`config.mk`:
```
export PLATFORM = sky130hd
export DESIGN_NAME = txn_control_n
export DESIGN_NICKNAME = d
export VERILOG_FILES = /design/src/rtl/txn_control_n.sv
export SDC_FILE = /design/constraint.sdc
export NUM_CORES = 1
export LEC_CHECK = 0
export CORE_MARGIN = 5
export CORE_UTILIZATION = 25
export DETAILED_ROUTE_END_ITERATION = 10
export SYNTH_ARGS = -nofsm -noshare
export SYNTH_HDL_FRONTEND = slang
export SYNTH_SLANG_ARGS = --single-unit
```
`constraint.sdc`:
```
create_clock -name clock -period 2.26 [get_ports clock]
set_input_delay 0.452 -clock clock [delete_from_list [all_inputs] [get_ports clock]]
set_output_delay 0.452 -clock clock [all_outputs]
set_load 0.1 [all_outputs]
```
`src/rtl/txn_control_n.sv`:
```
// txn_control_n: control FSM for a wallet-transfer datapath.
// Boots the datapath (random table, wallet memory), clears it, then walks the
// user through entering payer, payee, amount and key with the load button,
// validates each entry, and runs one transaction with cancel and timeout.
// Ports:
//   clock, resetn            clock and synchronous active-low reset
//   load_signal              level load button; its rising edge is `press`
//   start_signal, cancel     start / abort requests
//   data_in                  switch value captured on `press`
//   done_table_init, finished_init, finished_transaction  datapath status
//   global_reset .. reset_others  Moore control strobes, registered
//   src_id, dst_id, amount, key   latched transaction fields
//   err_pulse, timeout_pulse      one-cycle event pulses
//   state_o                  current state code
module txn_control_n #(
    parameter int unsigned NUM_PLAYERS    = 4,
    parameter int unsigned DATA_W         = 8,
    parameter int unsigned CLEAR_CYCLES   = 4,
    parameter int unsigned TIMEOUT_CYCLES = 1023,
    localparam int unsigned PID_W = (NUM_PLAYERS <= 2) ? 1 : $clog2(NUM_PLAYERS)
) (
    input  logic              clock,
    input  logic              resetn,
    input  logic              load_signal,
    input  logic              start_signal,
    input  logic              cancel,
    input  logic [DATA_W-1:0] data_in,
    input  logic              done_table_init,
    input  logic              finished_init,
    input  logic              finished_transaction,
    output logic              global_reset,
    output logic              random_init,
    output logic              init_memory,
    output logic              load_memory,
    output logic              start_transaction,
    output logic              reset_others,
    output logic [PID_W-1:0]  src_id,
    output logic [PID_W-1:0]  dst_id,
    output logic [DATA_W-1:0] amount,
    output logic [DATA_W-1:0] key,
    output logic              err_pulse,
    output logic              timeout_pulse,
    output logic [3:0]        state_o
);

    localparam int unsigned CNT_MAX = (CLEAR_CYCLES > TIMEOUT_CYCLES) ? CLEAR_CYCLES : TIMEOUT_CYCLES;
    localparam int unsigned CNT_W   = $clog2(CNT_MAX + 1);

    typedef enum logic [3:0] {
        S_STARTUP    = 4'd0,
        S_INIT_TABLE = 4'd1,
        S_INIT_MEM   = 4'd2,
        S_CLEAR      = 4'd3,
        S_IDLE       = 4'd4,
        S_LD_SRC     = 4'd5,
        S_LD_DST     = 4'd6,
        S_LD_AMT     = 4'd7,
        S_LD_KEY     = 4'd8,
        S_ARMED      = 4'd9,
        S_TXN        = 4'd10
    } state_t;

    state_t             state;
    state_t             next_state;
    logic               load_signal_q;
    logic               press;
    logic [CNT_W-1:0]   cnt;
    logic [PID_W-1:0]   entry_id;
    logic               err_c;
    logic               tmo_c;
    logic               ld_src_c;
    logic               ld_dst_c;
    logic               ld_amt_c;
    logic               ld_key_c;

    assign entry_id = data_in[PID_W-1:0];
    assign state_o  = state;

    // State register.
    always_ff @(posedge clock) begin
        if (!resetn) state <= S_STARTUP;
        else         state <= next_state;
    end

    // Next-state, entry validation and latch enables.
    always_comb begin
        next_state = state;
        err_c      = 1'b0;
        tmo_c      = 1'b0;
        ld_src_c   = 1'b0;
        ld_dst_c   = 1'b0;
        ld_amt_c   = 1'b0;
        ld_key_c   = 1'b0;
        case (state)
            S_STARTUP:    if (press) next_state = S_INIT_TABLE;
            S_INIT_TABLE: if (done_table_init) next_state = S_INIT_MEM;
            S_INIT_MEM:   if (finished_init) next_state = S_CLEAR;
            S_CLEAR:      if (cnt == CNT_W'(CLEAR_CYCLES - 1)) next_state = S_IDLE;
            S_IDLE:       if (press) next_state = S_LD_SRC;
            S_LD_SRC: if (press) begin
                if (32'(entry_id) >= NUM_PLAYERS) begin
                    err_c = 1'b1;
                    next_state = S_CLEAR;
                end else begin
                    ld_src_c = 1'b1;
                    next_state = S_LD_DST;
                end
            end
            S_LD_DST: if (press) begin
                if ((32'(entry_id) >= NUM_PLAYERS) || (entry_id == src_id)) begin
                    err_c = 1'b1;
                    next_state = S_CLEAR;
                end else begin
                    ld_dst_c = 1'b1;
                    next_state = S_LD_AMT;
                end
            end
            S_LD_AMT: if (press) begin
                if (data_in == '0) begin
                    err_c = 1'b1;
                    next_state = S_CLEAR;
                end else begin
                    ld_amt_c = 1'b1;
                    next_state = S_LD_KEY;
                end
            end
            S_LD_KEY: if (press) begin
                ld_key_c = 1'b1;
                next_state = S_ARMED;
            end
            S_ARMED: if (start_signal) next_state = S_TXN;
            S_TXN: begin
                if (finished_transaction) begin
                    next_state = S_CLEAR;
                end else if (cnt == CNT_W'(TIMEOUT_CYCLES - 1)) begin
                    tmo_c = 1'b1;
                    next_state = S_CLEAR;
                end
            end
            default: next_state = S_STARTUP;
        endcase
        // Abort wins over everything, including the pulses it would suppress.
        if (cancel && (state >= S_LD_SRC) && (state <= S_TXN)) begin
            next_state = S_CLEAR;
            err_c      = 1'b0;
            tmo_c      = 1'b0;
            ld_src_c   = 1'b0;
            ld_dst_c   = 1'b0;
            ld_amt_c   = 1'b0;
            ld_key_c   = 1'b0;
        end
    end

    // Datapath registers; Moore strobes are decoded from next_state so they
    // line up with the state they belong to.
    always_ff @(posedge clock) begin
        if (!resetn) begin
            load_signal_q     <= 1'b0;
            press             <= 1'b0;
            cnt               <= '0;
            src_id            <= '0;
            dst_id            <= '0;
            amount            <= '0;
            key               <= '0;
            err_pulse         <= 1'b0;
            timeout_pulse     <= 1'b0;
            global_reset      <= 1'b0;
            random_init       <= 1'b0;
            init_memory       <= 1'b0;
            load_memory       <= 1'b0;
            start_transaction <= 1'b0;
            reset_others      <= 1'b1;
        end else begin
            load_signal_q <= load_signal;
            press         <= load_signal & ~load_signal_q;
            err_pulse     <= err_c;
            timeout_pulse <= tmo_c;
            // Dwell counter restarts on every state change.
            cnt <= (next_state != state) ? '0 : cnt + CNT_W'(1);
            if (next_state == S_CLEAR) begin
                src_id <= '0;
                dst_id <= '0;
                amount <= '0;
                key    <= '0;
            end else begin
                if (ld_src_c) src_id <= entry_id;
                if (ld_dst_c) dst_id <= entry_id;
                if (ld_amt_c) amount <= data_in;
                if (ld_key_c) key    <= data_in;
            end
            global_reset      <= (next_state != S_STARTUP);
            random_init       <= (next_state == S_INIT_TABLE);
            init_memory       <= (next_state == S_INIT_MEM);
            load_memory       <= (next_state == S_IDLE);
            start_transaction <= (next_state == S_TXN);
            reset_others      <= (next_state != S_CLEAR);
        end
    end

endmodule

```
==> flow_metrics.tcl <==
set metrics [dict create \
    status "finished, violations left" \
    violations "negative setup slack" \
    leakagePower_nw 1.52 \
    finalCritPeriodShare 1.01 \
    drive_gt1_frac 0.451 \
    ys_seq_area_frac 0.419 \
    avgSynthCellArea_um2 8.94 \
    wl_um 6780 \
    antenna_found_initial 0 \
    path_clk_slew_ps 80 \
    synth-seq-cells 44 \
    synthArstFlopShare 0 \
    grt_pass1_wl_um 10300 \
    crit_arrival_ps 2520 \
    synth_common_cells "dfxtp_1, nor2_1, mux2i_1" \
    synthMuxAreaShare 0.0858 \
    die_y_um 102 \
    synth_fa_ha_area_frac 0.0119 \
    ios 48 \
    hold_viol_final 0 \
    clk_root_buffer_cell "clkbuf_8" \
    synth_edf_count 0 \
    crit_start "state_o[1]$_SDFF_PN0_" \
    cts_hold_buf 0 \
    fin_tns_setup_ps -51.4 \
    final_cells 449 \
    vias 2116 \
    dp_hpwl_um 4420 \
    worst_skew_pair.late_latency_ps 290 \
    fmax_ghz 0.438 \
    drtIter0Drc 52 \
    n_antenna_cell 0 \
    track_usage 0.128 \
    synth-simple-area-share 0.275 \
    r2r-start "state_o[1]$_SDFF_PN0_" \
    path_max_fanout 10 \
    start_kind "register" \
    synthesis.area_um2 2100 \
    gp_routability_congestion 0.807 \
    vias_per_cell 4.71 \
    crit_type "reg -> reg" \
    max-slew-margin-rel 0.773 \
    io_buffers 47 \
    yosysTopAreaCellShare 0.419 \
    cts_tree "yes" \
    cts.path.max_buffers 2 \
    grt_pass1_vias 2112 \
    period_minus_slack_ps 2280 \
    synthTopCellsByArea "dfxtp_1, mux2i_1, nor2_1" \
    ir_worst_vdd_v 0.00101 \
    fin_nets 361 \
    fillers 803 \
    synth-compound-area-share 0.127 \
    synth-xor-area-share 0.0494 \
    syn_to_final_growth_pct 66.2 \
    setup_ws_ps -22.3 \
    required_ps 2500 \
    initial_utilization 0.256 \
    synth_flop_cell "dfxtp_1" \
    post-place-cells 414 \
    synthCells 235 \
    core_area_um2 8220 \
    power_density_nw_per_um2 909 \
    first_pass_iters 4 \
    synth_top_family_by_area "simple AND/OR/NAND/NOR gates" \
    grt_max_degree 20 \
    die_x_um 102 \
    gr-total-overflow 0 \
    synth_cell_type_count 49 \
    grt_setup_unrepaired "yes" \
    wl_per_cell_um 15.1 \
    place_ws_ps -525 \
    cap_violations 0 \
    whs_ps 384 \
    slew_violations 0 \
    setup-violations-final 5 \
    rows 33 \
    yosys.area.top_type "dfxtp_1" \
    max_slew.worst_pin.slew_ps 336 \
    cts_sinks 44 \
    hp-class "reg -> reg" \
    htreeDepth 2 \
    hp-start "load_signal_q$_SDFF_PN0_" \
    fin_skew_ps 4.79 \
    numCtsBuffers 5 \
    drc 0 \
    synth_warnings 0 \
    ant_nets 0 \
    finalPower_mw 3.17 \
    synthMostInstantiatedCell "dfxtp_1" \
    die_area_um2 10300 \
    cp-end-kind "register" \
    syn-num-nets 253 \
]
-- stage by stage --
stage,instance area (um^2),utilization
floorplan,2140,-
global placement,2910,0.354
detailed placement,2910,0.354
CTS,3230,0.394
global route,3490,0.425
finish,3490,0.425
-- worst paths after layout --
kind	cells after the start	slack, ps	endpoint
worst min register to register	1	380	press$_SDFF_PN0_
worst max register to register	10	-20	key[7]$_SDFFE_PP0P_
worst max-delay path	10	-20	key[7]$_SDFFE_PP0P_
worst min-delay path	1	380	press$_SDFF_PN0_
-- flip-flops by register name, indices dropped and copies added (netlist names) --
name	cells
cnt	10
amount	8
key	8
state_o	4
dst_id	2
src_id	2
err_pulse	1
global_reset	1
init_memory	1
load_memory	1
load_signal_q	1
press	1
random_init	1
reset_others	1
start_transaction	1
timeout_pulse	1
-- layout by cell type, fill, tap and decap left out, types with 4 or more instances in the layout --
cell type / netlist / layout
nand2_1: 15 / 14
nor4_1: 7 / 4
mux2i_1: 18 / 18
dfxtp_2: 0 / 6
clkbuf_8: 0 / 5
dfxtp_1: 44 / 32
nor3_1: 11 / 4
dfxtp_4: 0 / 6
nand3b_1: 4 / 4
inv_1: 4 / 4
buf_6: 0 / 6
nor2_1: 38 / 28
o21ai_0: 4 / 4
clkdlybuf4s50_1: 0 / 7
dlygate4sd2_1: 0 / 4
clkdlybuf4s15_1: 0 / 4
xor2_1: 8 / 8
nand3_1: 7 / 6
nor2_4: 0 / 4
a21oi_1: 10 / 8
nor3_2: 0 / 7
nor2_2: 0 / 6
buf_4: 0 / 85
buf_12: 0 / 4
-- area by class of cell --
cell class                      instances  area, um^2  area share
Timing Repair Buffer                  112         951       0.272
Tap cell                              105         131      0.0376
Clock inverter                          1        8.76     0.00251
Multi-Input combinational cell        176        1400       0.401
Inverter                                4        15.0     0.00430
Clock buffer                            7        76.3      0.0219
Sequential cell                        44         911       0.261
-- critical path: stages (launching register included) --
cell     delay (ps)
dfxtp_4         390
buf_2           190
nor2_2          180
nor2_1           80
a211o_4         350
o41ai_4         410
buf_6           180
o31ai_4          70
buf_6           150
buf_6           120
nor2_2          110
-- per-layer routing --
metal  wire length (um)  global-route usage  vias to the layer above  part of all wire
li1                   -                   -                     1066                 -
met1               2900               0.155                      999              0.43
met2               3550               0.223                       42              0.52
met3                197              0.0220                        9             0.029
met4                126              0.0532                        0             0.019
met5                  0                   0                        -                 0
-- where the power goes --
group / internal [mW] / leakage (nW) / switching [mW] / total, mW
clock: 0.221 / 0.0424 / 0.265 / 0.486
combinational: 0.802 / 1.12 / 0.992 / 1.79
sequential: 0.838 / 0.364 / 0.0567 / 0.894
total: 1.86 / 1.52 / 1.31 / 3.17
-- kinds of logic (layout without fill, tap and decap cells) --
kind of cell,after synthesis,count (layout)
AOI/OAI and AO/OA,34,34
xor gates and xnor gates,11,12
adders and majority gates,2,2
buffers and inverters,16,124
DFF,44,44
muxes,18,18
and+or+nand+nor,110,110
-- repair_timing --
action,4_1_cts,5_1_grt
buffers inserted,11,12
pin swaps,11,18
endpoints found under the setup margin,34,34
gates resized for setup,33,43
gates cloned,4,1
Note: power is estimated with default switching activity, not from simulation.
